==> src/rtl/redux_v_pkg.sv <==
// -----------------------------------------------------------------------------
// redux_v_pkg
// Shared definitions for the REDUX-V multi-cycle core: opcode values,
// instruction field widths and the sequencing FSM state encoding.
// No ports (package).
// -----------------------------------------------------------------------------
package redux_v_pkg;

   // Instruction field widths: op = instr[7:4], ra = instr[3:2], rb = instr[1:0],
   // imm4 = instr[3:0].
   localparam int INSTR_BITS   = 8;
   localparam int OP_BITS      = 4;
   localparam int REG_SEL_BITS = 2;
   localparam int IMM_BITS     = 4;
   localparam int NUM_REGS     = 4;

   localparam logic [OP_BITS-1:0] OP_BRZR = 4'd0;
   localparam logic [OP_BITS-1:0] OP_JI   = 4'd1;
   localparam logic [OP_BITS-1:0] OP_LD   = 4'd2;
   localparam logic [OP_BITS-1:0] OP_ST   = 4'd3;
   localparam logic [OP_BITS-1:0] OP_ADDI = 4'd4;
   localparam logic [OP_BITS-1:0] OP_NOT  = 4'd5;
   localparam logic [OP_BITS-1:0] OP_AND  = 4'd6;
   localparam logic [OP_BITS-1:0] OP_OR   = 4'd7;
   localparam logic [OP_BITS-1:0] OP_XOR  = 4'd8;
   localparam logic [OP_BITS-1:0] OP_ADD  = 4'd9;
   localparam logic [OP_BITS-1:0] OP_SUB  = 4'd10;
   localparam logic [OP_BITS-1:0] OP_MOV  = 4'd11;
   localparam logic [OP_BITS-1:0] OP_PUSH = 4'd12;
   localparam logic [OP_BITS-1:0] OP_POP  = 4'd13;
   localparam logic [OP_BITS-1:0] OP_HALT = 4'd14;
   localparam logic [OP_BITS-1:0] OP_ILL  = 4'd15;

   typedef enum logic [1:0] {
      S_FETCH = 2'd0,
      S_EXEC  = 2'd1,
      S_MEM   = 2'd2,
      S_HALT  = 2'd3
   } state_t;

endpackage

==> src/rtl/redux_v_regfile.sv <==
// -----------------------------------------------------------------------------
// redux_v_regfile
// Four BITS-wide general registers. Two combinational read ports, one
// synchronous write port, asynchronous active-low clear to zero.
// Ports:
//   clk, rst_n          clock / async active-low reset
//   rd_a_sel, rd_a      read port A select / data
//   rd_b_sel, rd_b      read port B select / data
//   we, wr_sel, wr_data write enable / select / data (rising edge)
// -----------------------------------------------------------------------------
module redux_v_regfile
   import redux_v_pkg::*;
#(
   parameter int BITS = 8
) (
   input  logic                    clk,
   input  logic                    rst_n,
   input  logic [REG_SEL_BITS-1:0] rd_a_sel,
   output logic [BITS-1:0]         rd_a,
   input  logic [REG_SEL_BITS-1:0] rd_b_sel,
   output logic [BITS-1:0]         rd_b,
   input  logic                    we,
   input  logic [REG_SEL_BITS-1:0] wr_sel,
   input  logic [BITS-1:0]         wr_data
);

   logic [BITS-1:0] regs [NUM_REGS];

   always_ff @(posedge clk or negedge rst_n) begin
      if (!rst_n) begin
         for (int i = 0; i < NUM_REGS; i++) begin
            regs[i] <= '0;
         end
      end else if (we) begin
         regs[wr_sel] <= wr_data;
      end
   end

   assign rd_a = regs[rd_a_sel];
   assign rd_b = regs[rd_b_sel];

endmodule

==> src/rtl/redux_v_mc.sv <==
// -----------------------------------------------------------------------------
// redux_v_mc
// Multi-cycle REDUX-V core. An FSM sequences FETCH -> EXEC -> (MEM) -> FETCH
// against external instruction and data memories with req/ack handshakes.
// Optional build macro: REDUX_V_ILLEGAL_TRAP_EN (opcode 15 traps into HALT and
// raises illegal_op; without it opcode 15 is a NOP and illegal_op is absent).
// Ports:
//   clk, rst_n                       clock / async active-low reset
//   imem_req, imem_addr              fetch request / address (= pc)
//   imem_ack, imem_data              fetch complete / instruction byte
//   dmem_req, dmem_we, dmem_addr,
//   dmem_wdata                       data request / write / address / data
//   dmem_ack, dmem_rdata             access complete / read data
//   halted, dbg_pc                   core stopped / current pc
//   illegal_op                       opcode 15 trapped (macro builds only)
// Handshake: req, addr, we and wdata are registers that hold steady from the
// cycle req rises until the rising edge on which ack is seen high (which may be
// the first req cycle). req drops the cycle after that edge; ack with req low
// is ignored.
// ADDR_BITS must be at least 4 (sign-extended imm4 is added to pc).
// -----------------------------------------------------------------------------
module redux_v_mc
   import redux_v_pkg::*;
#(
   parameter int BITS      = 8,
   parameter int ADDR_BITS = 8,
   parameter int RESET_PC  = 0,
   parameter int SP_INIT   = 0
) (
   input  logic                 clk,
   input  logic                 rst_n,
   output logic                 imem_req,
   output logic [ADDR_BITS-1:0] imem_addr,
   input  logic                 imem_ack,
   input  logic [7:0]           imem_data,
   output logic                 dmem_req,
   output logic                 dmem_we,
   output logic [ADDR_BITS-1:0] dmem_addr,
   output logic [BITS-1:0]      dmem_wdata,
   input  logic                 dmem_ack,
   input  logic [BITS-1:0]      dmem_rdata,
   output logic                 halted,
   output logic [ADDR_BITS-1:0] dbg_pc
`ifdef REDUX_V_ILLEGAL_TRAP_EN
   ,
   output logic                 illegal_op
`endif
);

   localparam logic [ADDR_BITS-1:0] A_ONE = ADDR_BITS'(1);

   state_t                  state, state_next;
   logic [ADDR_BITS-1:0]    pc, pc_next, pc_inc;
   logic [ADDR_BITS-1:0]    sp, sp_next;
   logic [INSTR_BITS-1:0]   ir;

   logic [OP_BITS-1:0]      op;
   logic [REG_SEL_BITS-1:0] ra_sel, rb_sel, a_sel, wr_sel;
   logic [IMM_BITS-1:0]     imm4;
   logic [BITS-1:0]         imm_data;
   logic [ADDR_BITS-1:0]    imm_addr;

   logic [BITS-1:0]         ra_data, rb_data, alu_res;
   logic [ADDR_BITS-1:0]    rb_addr;

   logic                    rf_we;
   logic [REG_SEL_BITS-1:0] rf_wsel;
   logic [BITS-1:0]         rf_wdata;

   logic                    fetch_done, mem_done;
   logic                    mem_start, mem_we_n;
   logic [ADDR_BITS-1:0]    mem_addr_n;
   logic [BITS-1:0]         mem_wdata_n;
   logic                    trap_set;

   assign op     = ir[INSTR_BITS-1 -: OP_BITS];
   assign ra_sel = ir[3:2];
   assign rb_sel = ir[1:0];
   assign imm4   = ir[IMM_BITS-1:0];

   assign imm_data = {{(BITS-IMM_BITS){imm4[IMM_BITS-1]}}, imm4};
   assign imm_addr = {{(ADDR_BITS-IMM_BITS){imm4[IMM_BITS-1]}}, imm4};
   assign pc_inc   = pc + A_ONE;

   // ADDI always works on R0, so port A and the write select are steered there.
   assign a_sel  = (op == OP_ADDI) ? '0 : ra_sel;
   assign wr_sel = (op == OP_ADDI) ? '0 : ra_sel;

   // Register values used as addresses: truncate (or zero-extend) to ADDR_BITS.
   assign rb_addr = ADDR_BITS'(rb_data);

   // Only a req that is actually up can be completed by an ack.
   assign fetch_done = imem_req & imem_ack;
   assign mem_done   = dmem_req & dmem_ack;

   redux_v_regfile #(.BITS(BITS)) u_regfile (
      .clk      (clk),
      .rst_n    (rst_n),
      .rd_a_sel (a_sel),
      .rd_a     (ra_data),
      .rd_b_sel (rb_sel),
      .rd_b     (rb_data),
      .we       (rf_we),
      .wr_sel   (rf_wsel),
      .wr_data  (rf_wdata)
   );

   always_comb begin
      alu_res = '0;
      case (op)
         OP_ADDI: alu_res = ra_data + imm_data;
         OP_NOT:  alu_res = ~rb_data;
         OP_AND:  alu_res = ra_data & rb_data;
         OP_OR:   alu_res = ra_data | rb_data;
         OP_XOR:  alu_res = ra_data ^ rb_data;
         OP_ADD:  alu_res = ra_data + rb_data;
         OP_SUB:  alu_res = ra_data - rb_data;
         OP_MOV:  alu_res = rb_data;
         default: alu_res = '0;
      endcase
   end

   always_comb begin
      state_next  = state;
      pc_next     = pc;
      sp_next     = sp;
      rf_we       = 1'b0;
      rf_wsel     = wr_sel;
      rf_wdata    = alu_res;
      mem_start   = 1'b0;
      mem_we_n    = 1'b0;
      mem_addr_n  = '0;
      mem_wdata_n = '0;
      trap_set    = 1'b0;
      case (state)
         S_FETCH: begin
            if (fetch_done) state_next = S_EXEC;
         end
         S_EXEC: begin
            state_next = S_FETCH;
            case (op)
               OP_BRZR: pc_next = (ra_data == '0) ? rb_addr : pc_inc;
               OP_JI:   pc_next = pc + imm_addr;
               OP_LD: begin
                  mem_start  = 1'b1;
                  mem_addr_n = rb_addr;
                  state_next = S_MEM;
               end
               OP_ST: begin
                  mem_start   = 1'b1;
                  mem_we_n    = 1'b1;
                  mem_addr_n  = rb_addr;
                  mem_wdata_n = ra_data;
                  state_next  = S_MEM;
               end
               OP_PUSH: begin
                  // Pre-decrement; SP itself is committed on the ack edge.
                  mem_start   = 1'b1;
                  mem_we_n    = 1'b1;
                  mem_addr_n  = sp - A_ONE;
                  mem_wdata_n = ra_data;
                  state_next  = S_MEM;
               end
               OP_POP: begin
                  mem_start  = 1'b1;
                  mem_addr_n = sp;
                  state_next = S_MEM;
               end
               OP_HALT: state_next = S_HALT;
               OP_ILL: begin
`ifdef REDUX_V_ILLEGAL_TRAP_EN
                  trap_set   = 1'b1;
                  state_next = S_HALT;
`else
                  pc_next    = pc_inc;
`endif
               end
               OP_ADDI, OP_NOT, OP_AND, OP_OR, OP_XOR, OP_ADD, OP_SUB, OP_MOV: begin
                  rf_we   = 1'b1;
                  pc_next = pc_inc;
               end
               default: pc_next = pc_inc;
            endcase
         end
         S_MEM: begin
            if (mem_done) begin
               state_next = S_FETCH;
               pc_next    = pc_inc;
               if (op == OP_LD || op == OP_POP) begin
                  rf_we    = 1'b1;
                  rf_wsel  = ra_sel;
                  rf_wdata = dmem_rdata;
               end
               if (op == OP_PUSH) sp_next = sp - A_ONE;
               if (op == OP_POP)  sp_next = sp + A_ONE;
            end
         end
         S_HALT: state_next = S_HALT;
         default: state_next = S_FETCH;
      endcase
   end

   always_ff @(posedge clk or negedge rst_n) begin
      if (!rst_n) begin
         state      <= S_FETCH;
         pc         <= ADDR_BITS'(RESET_PC);
         sp         <= ADDR_BITS'(SP_INIT);
         ir         <= '0;
         imem_req   <= 1'b0;
         dmem_req   <= 1'b0;
         dmem_we    <= 1'b0;
         dmem_addr  <= '0;
         dmem_wdata <= '0;
      end else begin
         state    <= state_next;
         pc       <= pc_next;
         sp       <= sp_next;
         if (state == S_FETCH && fetch_done) ir <= imem_data;
         // The fetch request is up for exactly the cycles spent in FETCH
         // (after the first post-reset edge).
         imem_req <= (state_next == S_FETCH);
         if (mem_start) begin
            dmem_req   <= 1'b1;
            dmem_we    <= mem_we_n;
            dmem_addr  <= mem_addr_n;
            dmem_wdata <= mem_wdata_n;
         end else if (mem_done) begin
            dmem_req <= 1'b0;
         end
      end
   end

`ifdef REDUX_V_ILLEGAL_TRAP_EN
   always_ff @(posedge clk or negedge rst_n) begin
      if (!rst_n)        illegal_op <= 1'b0;
      else if (trap_set) illegal_op <= 1'b1;
   end
`else
   logic unused_trap;
   assign unused_trap = trap_set;
`endif

   assign imem_addr = pc;
   assign dbg_pc    = pc;
   assign halted    = (state == S_HALT);

endmodule

==> config.mk <==
export PLATFORM = sky130hd
export DESIGN_NAME = redux_v_mc
export DESIGN_NICKNAME = d
export VERILOG_FILES = /design/src/rtl/redux_v_pkg.sv /design/src/rtl/redux_v_regfile.sv /design/src/rtl/redux_v_mc.sv
export SDC_FILE = /design/constraint.sdc
export NUM_CORES = 1
export LEC_CHECK = 0
export ABC_CLOCK_PERIOD_IN_PS = 5600
export BUFFER_PORTS_ARGS = -buffer_cell sky130_fd_sc_hd__buf_4
export CORE_MARGIN = 2
export CORE_UTILIZATION = 62
export DETAILED_ROUTE_END_ITERATION = 10
export GPL_TIMING_DRIVEN = 0
export PLACE_DENSITY = 0.88
export SLEW_MARGIN = 25
export SYNTH_ARGS = -nofsm -noshare
export SYNTH_HDL_FRONTEND = slang
export SYNTH_SLANG_ARGS = --single-unit
==> constraint.sdc <==
create_clock -name clk -period 5.6 [get_ports clk]
set_clock_uncertainty 0.15 [all_clocks]
set_input_delay 0.28 -clock clk [delete_from_list [all_inputs] [get_ports clk]]
set_output_delay 0.28 -clock clk [all_outputs]
set_load 0.005 [all_outputs]
==> results of run 1 <==
## how the worst min path moves through the flow
stage,startpoint,end,slack [ns],cells past startpoint
after floorplan,rst_n,dbg_pc[0],-0.17,0
after global placement,dmem_we,dmem_we,0.31,2
after detailed placement,dmem_wdata[1],dmem_wdata[1],0.32,2
after CTS,imem_data[7],ir[7],0.02,2
after global routing,imem_data[6],ir[6],0.02,2
final,imem_data[7],ir[7],0.01,2
## worst max-delay path, stage by stage, from the launching register on
cell,delay [ns]
dfrtp_1,0.48
buf_4,0.28
mux4_2,0.67
inv_1,0.18
ha_1,0.25
nor2_1,0.11
a21oi_1,0.08
o221a_2,0.31
inv_1,0.07
ha_1,0.21
nor2b_1,0.12
o21ai_0,0.23
a21boi_0,0.16
o21ai_0,0.26
nand2_1,0.10
xor2_1,0.15
a21oi_1,0.43
o21ai_0,0.18
## flip-flops by register name, indices dropped and copies added (netlist names)
name	flops
ir	8
state	2
imem_req	1
dmem_wdata	8
dmem_addr	8
sp	8
dbg_pc	8
dmem_req	1
u_regfile.regs	32
dmem_we	1
## power by group
part | total, mW | internal [mW] | switching (mW)
logic | 0.0268 | 0.0123 | 0.0145
clock network | 0.438 | 0.177 | 0.261
registers | 0.556 | 0.556 | 0.0000000000000000351
## cells in the mapped netlist, drive strengths merged (9+ instances only)
| library cell | number | share of area |
|---|---|---|
| ha | 41 | 0.087 |
| a21oi | 50 | 0.042 |
| buf | 21 | 0.024 |
| inv | 46 | 0.029 |
| xnor2 | 21 | 0.031 |
| xor2 | 14 | 0.021 |
| nand2 | 62 | 0.039 |
| o221ai | 12 | 0.018 |
| clkbuf | 26 | 0.016 |
| nand2b | 9 | 0.0095 |
| nand3 | 23 | 0.019 |
| a221oi | 9 | 0.013 |
| nor3 | 15 | 0.014 |
| dfrtp | 77 | 0.33 |
| a31oi | 14 | 0.015 |
| nor2 | 68 | 0.044 |
| mux2i | 15 | 0.025 |
| o21ai | 74 | 0.063 |
## metal layers
layer / vias up / GRT usage / part of all wire
li1: 2647 / - / -
met1: 2805 / 0.458 / 0.38
met2: 405 / 0.576 / 0.47
met3: 73 / 0.0704 / 0.10
met4: 0 / 0.182 / 0.047
met5: - / 0 / 0
## kinds of logic (layout without fill, tap and decap cells)
group                    count (synthesis)  in the layout  share of synthesized area
flip-flops                              77             77                      0.325
multiplexers                            31             31                     0.0710
buffers and inverters                   93            172                     0.0697
adder cells (fa/ha/maj)                 43             43                     0.0933
AND/OR/NAND/NOR                        211            211                      0.169
XOR/XNOR                                35             35                     0.0517
AO/OA/AOI/OAI                          209            209                      0.220
## cell type report
class,count,area share
Multi-Input combinational cell,529,0.529
Sequential cell,77,0.284
Timing Repair Buffer,63,0.0732
Buffer,47,0.0354
Inverter,46,0.0255
Tap cell,129,0.0238
Clock buffer,9,0.0183
Clock inverter,7,0.0111
==> results.ini, run 1 <==
[run_status]
status=complete, no violations

[critical_path]
ff2ff_setup_slack_ns=1.03
rr_worst_depth=17
r2r_end=u_regfile.regs[5]
worstReg2RegStart=ir[1]
cp_max_fo=10
crit_path_start_kind=flop
crit_start=ir[1]
worst-setup-path-type=reg2reg
crit_arrival_ns=4.67
crit_end=u_regfile.regs[5]
end_kind=flop
cp.required_ns=5.69

[sta]
grt_setup_unrepaired=no
timing.hold.ws_ns=0.0132
fin_crit_ns=4.57
fmax_ghz=0.219
tns_ns=0
finalCritPeriodShare=0.816
setup_viol=0
fin_ws_ns=1.03
worst_pin_slew_ns=1.13
finalHoldViolCount=0
drv_slew=0
max_slew_margin=0.241

[layout]
layout.nets=836
syn_to_final_growth_pct=14.5
fin_util=0.734
final_cell_area_mm2=0.00678
final_layout_size_suffix_gt1_frac=0.147
final_cell_mix=77 x dfrtp_1, 74 x o21ai_0, 67 x nor2_1, 63 x buf_4, 62 x nand2_1
n_fill_cell=701
multi_input_area_mm2=0.00358
seq_area_mm2=0.00193
antenna_cells=0
finalNonFillerCells=907
final_common_cell=dfrtp_1

[clocking]
cts_resized=0
cts.clk_slew.worst_paths_ns=0.10
cts_sinks=77
cts_tree=yes
cts_buffers=9
cts_setup_buffers=0
cts_hold_repair.buffers=8
clk_latency_ns=0.38
clockRootBuffer=clkbuf_8
cts_buffer_depth=2
htree_levels=3

[die]
core_mm2=0.00924
die_x_um=102
num_rows=35
die_area_mm2=0.0104
io-pin-count=56
die_y_um=102
start_util=0.641

[grt]
grt_use_total=0.358
gr-total-overflow=0
antenna_found_initial=0
grt_max_degree=78
grt_pass1_vias=5641
grt_first_pass_wirelength_mm=28.5

[power]
p_leak_nw=3.04
peakVddDrop_mv=0.141
finalPower_mw=1.02
powerDensity_mw_per_mm2=150

[flow_run]
maxCapViolations=0

[synth]
netlist_area_mm2=0.00592
async_reset_ff_frac=1.00
synth_flop_cell=dfrtp_1
syn_avg_cell_area_um2=8.48
yosysWarnings=0
seq_area_frac_synth=0.325
synth_nets=762
synth_seq_cells=77
synth_edf_count=0
syn_inst=699
synth_cell_type_count=57

[routing]
dr.pass1.iters=5
totalWireLength_mm=18.1
drt_iter0_drc=612
detail_route.wl_per_cell_um=19.9
vias=5930
ant_nets=0
vias_per_cell=6.54
drc=0

[placement]
place_ws_ns=1.11
dp.cells=883
hpwl_mm=12.9
portBuffers=55
post_dp_cell_area_mm2=0.00650
gp_congestion=0.938

[min_path]
worstHoldPathType=in2reg

Note: power is estimated with default switching activity, not from simulation.
==> run 2: changes to the inputs <==
--- a/config.mk
+++ b/config.mk
@@ -5,13 +5,13 @@
 export SDC_FILE = /design/constraint.sdc
 export NUM_CORES = 1
 export LEC_CHECK = 0
-export ABC_CLOCK_PERIOD_IN_PS = 5600
+export ABC_CLOCK_PERIOD_IN_PS = 3800
 export BUFFER_PORTS_ARGS = -buffer_cell sky130_fd_sc_hd__buf_4
 export CORE_MARGIN = 2
-export CORE_UTILIZATION = 62
+export CORE_UTILIZATION = 55
 export DETAILED_ROUTE_END_ITERATION = 10
 export GPL_TIMING_DRIVEN = 0
-export PLACE_DENSITY = 0.88
+export PLACE_DENSITY = 0.83
 export SLEW_MARGIN = 25
 export SYNTH_ARGS = -nofsm -noshare
 export SYNTH_HDL_FRONTEND = slang
==> constraint.sdc (replaced) <==
create_clock -name clk -period 3.8 [get_ports clk]
set_clock_uncertainty 0.15 [all_clocks]
set_input_delay 0.19 -clock clk [delete_from_list [all_inputs] [get_ports clk]]
set_output_delay 0.19 -clock clk [all_outputs]
set_load 0.005 [all_outputs]
==> results.ini, run 2 (synthesis results as in run 1) <==
[layout]
finalNonFillerCells=932
final_cell_mix=76 x buf_4, 76 x dfrtp_1, 66 x nor2_1, 64 x o21ai_0, 62 x nand2_1
largest_register=u_regfile.regs
largest_reg_flops=32
n_fill_cell=824
final_cell_area_mm2=0.00711
final_layout_size_suffix_gt1_frac=0.204
antenna_cells=0
syn_to_final_growth_pct=20.0
layout.nets=854

[placement]
portBuffers=55
dp.cells=890
gp_congestion=0.991
hpwl_mm=13.0
post_dp_cell_area_mm2=0.00651

[flow_run]
maxCapViolations=0

[routing]
drt_iter0_drc=728
detail_route.wl_per_cell_um=20.0
vias_per_cell=6.43
drc=0
ant_nets=0
dr.pass1.iters=6
totalWireLength_mm=18.6
vias=5993

[sta]
fin_crit_ns=3.75
max_slew_margin=0.429
worst_pin_slew_ns=0.850
grt_setup_unrepaired=yes
drv_slew=0
finalHoldViolCount=0
finalCritPeriodShare=0.987
setup_viol=0
fmax_ghz=0.267

[die]
io-pin-count=56
die_x_um=108
num_rows=37
die_y_um=108
start_util=0.571
core_mm2=0.0104
die_area_mm2=0.0116

[critical_path]
crit_arrival_ns=3.85
cpPeakStageDelay_ns=0.49
ff2ff_setup_slack_ns=0.05
cp.required_ns=3.90
cp_common_cell=ha_1
crit_slowest_cell=dfrtp_1
r2r_end=u_regfile.regs[31]
cp_max_fo=10
worstReg2RegStart=ir[2]
worst-setup-path-type=reg2reg
end_kind=flop
crit_chain=clkbuf_1 > nor3_2 > inv_1 > ha_1 > nand2_1 > o21ai_0 > a22oi_1 > o21ai_1 > ha_1 > a21boi_2 > o21ai_2 > a21oi_2 > o211ai_1 > nor3b_4 > a21oi_1
rr_worst_depth=15
crit_path_start_kind=flop
crit_start=ir[2]

[power]
peakVddDrop_mv=0.231
p_leak_nw=3.17
powerDensity_mw_per_mm2=212

[clocking]
clockRootBuffer=clkbuf_8
cts_buffer_depth=2
cts.clk_slew.worst_paths_ns=0.11
htree_levels=3
cts_sinks=77
cts_tree=yes
clk_latency_ns=0.39
cts_buffers=9

[grt]
grt_first_pass_wirelength_mm=29.6
grt_pass1_vias=5848
grt_use_total=0.330
antenna_found_initial=0
gr-total-overflow=0
grt_max_degree=78

[min_path]
whs_path_depth=5
hold_path.startpoint=dmem_rdata[0]
min_delay_worst_endpoint=u_regfile.regs[24]
worstHoldPathType=in2reg

[run_status]
status=complete, no violations

run 2: cell types whose count changed in the layout (fill, tap and decap cells not counted), sizes merged:
cell and change:
buf +15, clkinvlp +2, dlygate4sd3 +3, inv -2
run 2: critical path: cells and delay by family (launching register included):
kind	cells	cell delay, ns
adders and majority gates	2	0.67
and+or+nand+nor	3	0.81
AOI/OAI and AO/OA	8	1.08
DFF	1	0.49
buffers and inverters	2	0.42
run 2: metrics by stage:
stage	power, mW	worst slack, ns	setup TNS, ns	hold slack, ns	utilization
floorplan	0.835	0.111	0	-0.256	-
global placement	0.868	-0.509	-6.38	0.239	0.628
detailed placement	0.868	-0.616	-8.02	0.241	0.628
CTS	1.50	0.00493	0	0.134	0.668
global route	1.54	-0.0546	-0.137	0.152	0.686
finish	1.51	0.0509	0	0.148	0.686
run 2: layout make-up:
cell class,instances,area [um^2],share of cell area
well taps,136,170,0.0239
repair buffers,81,656,0.0922
multi-input cells,529,3720,0.523
clock inverters,7,72.6,0.0102
plain buffers,47,258,0.0363
inverters,46,183,0.0257
flip-flops and latches,77,1930,0.271
clock buffers,9,124,0.0174
run 2: worst max path at each step:
stage	to	slack (ns)
2_1_floorplan	u_regfile.regs[15]	0.11
3_3_place_gp	u_regfile.regs[5]	-0.51
3_5_place_dp	u_regfile.regs[7]	-0.62
4_1_cts	u_regfile.regs[7]	0.005
5_1_grt	u_regfile.regs[15]	-0.05
6_report	u_regfile.regs[31]	0.05
run 2: layer usage:
layer,vias up,GRT usage,part of all wire
met5,-,0,0
met4,0,0.166,0.045
met3,84,0.0666,0.091
met2,369,0.531,0.48
met1,2852,0.420,0.39
li1,2688,-,-
run 2: power breakdown:
part / switching, mW / total (mW) / internal [mW]
clock network: 0.387 / 0.646 / 0.259
registers: 0.0000000000000000516 / 0.819 / 0.819
logic: 0.0218 / 0.0420 / 0.0202
run 2: repair_timing:
item,CTS,global route
endpoints found under the setup margin,22,16
pin swaps,1,14
hold buffers,11,0
gates resized for setup,20,32
hold endpoints to repair,87,0
setup buffers,6,9
==> run 3: changes to the inputs <==
--- a/config.mk
+++ b/config.mk
@@ -7,6 +7,8 @@
 export LEC_CHECK = 0
 export ABC_CLOCK_PERIOD_IN_PS = 3800
 export BUFFER_PORTS_ARGS = -buffer_cell sky130_fd_sc_hd__buf_4
+export CAP_MARGIN = 10
+export CORE_ASPECT_RATIO = 0.7
 export CORE_MARGIN = 2
 export CORE_UTILIZATION = 55
 export DETAILED_ROUTE_END_ITERATION = 10
==> results.ini, run 3 (synthesis results as in run 1) <==
[layout]
syn_to_final_growth_pct=21.7
layout.nets=854
largest_register=u_regfile.regs
fin_util=0.691
final_cell_mix=77 x buf_4, 76 x dfrtp_1, 67 x nor2_1, 67 x o21ai_0, 62 x nand2_1
final_cell_area_mm2=0.00721
final_layout_size_suffix_gt1_frac=0.198
antenna_cells=0
final_common_cell=buf_4
largest_reg_flops=32

[run_status]
violations=negative setup slack
status=finished with violations

[critical_path]
worstReg2RegStart=ir[1]
cpPeakStageDelay_ns=0.56
crit_chain=buf_12 > mux4_2 > buf_4 > nor3_4 > xnor2_1 > a31oi_1 > o21ai_0 > ha_1 > a21boi_2 > o21ai_2 > a21oi_2 > o211ai_1 > nor3b_4 > o21ai_1
r2r_end=u_regfile.regs[7]
cp.required_ns=3.88
crit_slowest_cell=mux4_2
crit_arrival_ns=3.88
worst-setup-path-type=reg2reg
ff2ff_setup_slack_ns=-0.002
crit_path_start_kind=flop
rr_worst_depth=14
cp_max_fo=5
end_kind=flop

[sta]
drv_slew=0
setup_viol=1
worst_pin_slew_ns=1.04
timing.hold.ws_ns=0.0608
finalCritPeriodShare=1.00
fin_ws_ns=-0.00205
grt_setup_unrepaired=yes
fin_crit_ns=3.80
finalHoldViolCount=0
max_slew_margin=0.298
fmax_ghz=0.263

[die]
start_util=0.568
core_mm2=0.0104
num_rows=31
die_x_um=128
io-pin-count=56
die_y_um=90.8
die_area_mm2=0.0116

[clocking]
cts_buffers=9
clockRootBuffer=clkbuf_16
cts.clk_slew.worst_paths_ns=0.06
htree_levels=3
cts_tree=yes
cts_buffer_depth=2
clk_latency_ns=0.35
cts_sinks=77

[routing]
vias_per_cell=6.55
drt_iter0_drc=1049
vias=6082
totalWireLength_mm=18.8
detail_route.wl_per_cell_um=20.3
dr.pass1.iters=6
ant_nets=0
drc=0

[grt]
gr-total-overflow=0
grt_pass1_vias=5659
grt_use_total=0.321
grt_max_degree=78
grt_first_pass_wirelength_mm=29.1
antenna_found_initial=0

[min_path]
whs_path_depth=3
min_delay_worst_endpoint=state[0]
hold_path.startpoint=imem_ack
worstHoldPathType=in2reg

[flow_run]
maxCapViolations=0

[placement]
post_dp_cell_area_mm2=0.00651
gp_congestion=0.958
portBuffers=55
hpwl_mm=13.1

[power]
finalPower_mw=1.75
powerDensity_mw_per_mm2=243
peakVddDrop_mv=0.209
p_leak_nw=3.24

==> run 3: changes by cell type in the layout (fill, tap and decap cells not counted), sizes merged <==
cell,before,now
inv,49,44
clkinv,1,2
bufinv,0,1
clkbuf,35,42
dlygate4sd3,11,10
buf,91,89
clkinvlp,3,2
==> run 3: where the power goes <==
part / leakage (nW) / total [mW] / internal [mW] / switching, mW
clock network: 0.150 / 0.892 / 0.545 / 0.346
registers: 1.03 / 0.820 / 0.820 / 0.0000000000000000500
logic: 2.05 / 0.0415 / 0.0195 / 0.0220
total: 3.24 / 1.75 / 1.38 / 0.368
==> run 3: how the worst max path moves through the flow <==
stage	slack, ns	to	startpoint
floorplan	0.11	u_regfile.regs[15]	ir[1]
global placement	-0.50	u_regfile.regs[13]	ir[1]
detailed placement	-0.60	u_regfile.regs[7]	ir[3]
CTS	0.01	u_regfile.regs[7]	ir[1]
global route	-0.07	u_regfile.regs[7]	ir[3]
finish	-0.002	u_regfile.regs[7]	ir[1]
==> run 3: final cells by class <==
cell class	instances	area, um^2
well taps	132	165
clock inverters	3	43.8
multi-input cells	529	3710
repair buffers	81	654
inverters	46	180
flip-flops and latches	77	1930
clock buffers	13	260
fillers	818	3230
plain buffers	47	268
==> run 3: per-layer routing <==
metal / part of all wire / up-vias / GRT usage
met5: 0 / - / 0
met4: 0.031 / 0 / 0.121
met3: 0.12 / 73 / 0.0859
met2: 0.45 / 443 / 0.489
met1: 0.40 / 2872 / 0.437
li1: - / 2694 / -
==> run 3: critical path, delay by kind of cell, from the launching register on <==
kind,cells,cell delay (ns)
XOR/XNOR,1,0.19
AO/OA/AOI/OAI,7,1.10
multiplexers,1,0.56
adder cells (fa/ha/maj),1,0.32
buffers and inverters,2,0.34
flip-flops,1,0.40
AND/OR/NAND/NOR,2,0.62
==> run 3: what timing repair did <==
item	in CTS	in global routing
resized for setup	21	28
gates cloned	0	1
hold endpoints to repair	86	0
setup endpoints to repair	20	12
hold buffers	10	0
buffers inserted	3	12
pin swaps	1	15
==> run 3: stage by stage <==
step / TNS (ns) / setup WS (ns) / std cells
after floorplan: 0 / 0.111 / 699
after global placement: -5.74 / -0.504 / 886
after detailed placement: -7.30 / -0.605 / 886
after CTS: 0 / 0.00987 / 915
after global routing: -0.203 / -0.0696 / 928
final: -0.00205 / -0.00205 / 928
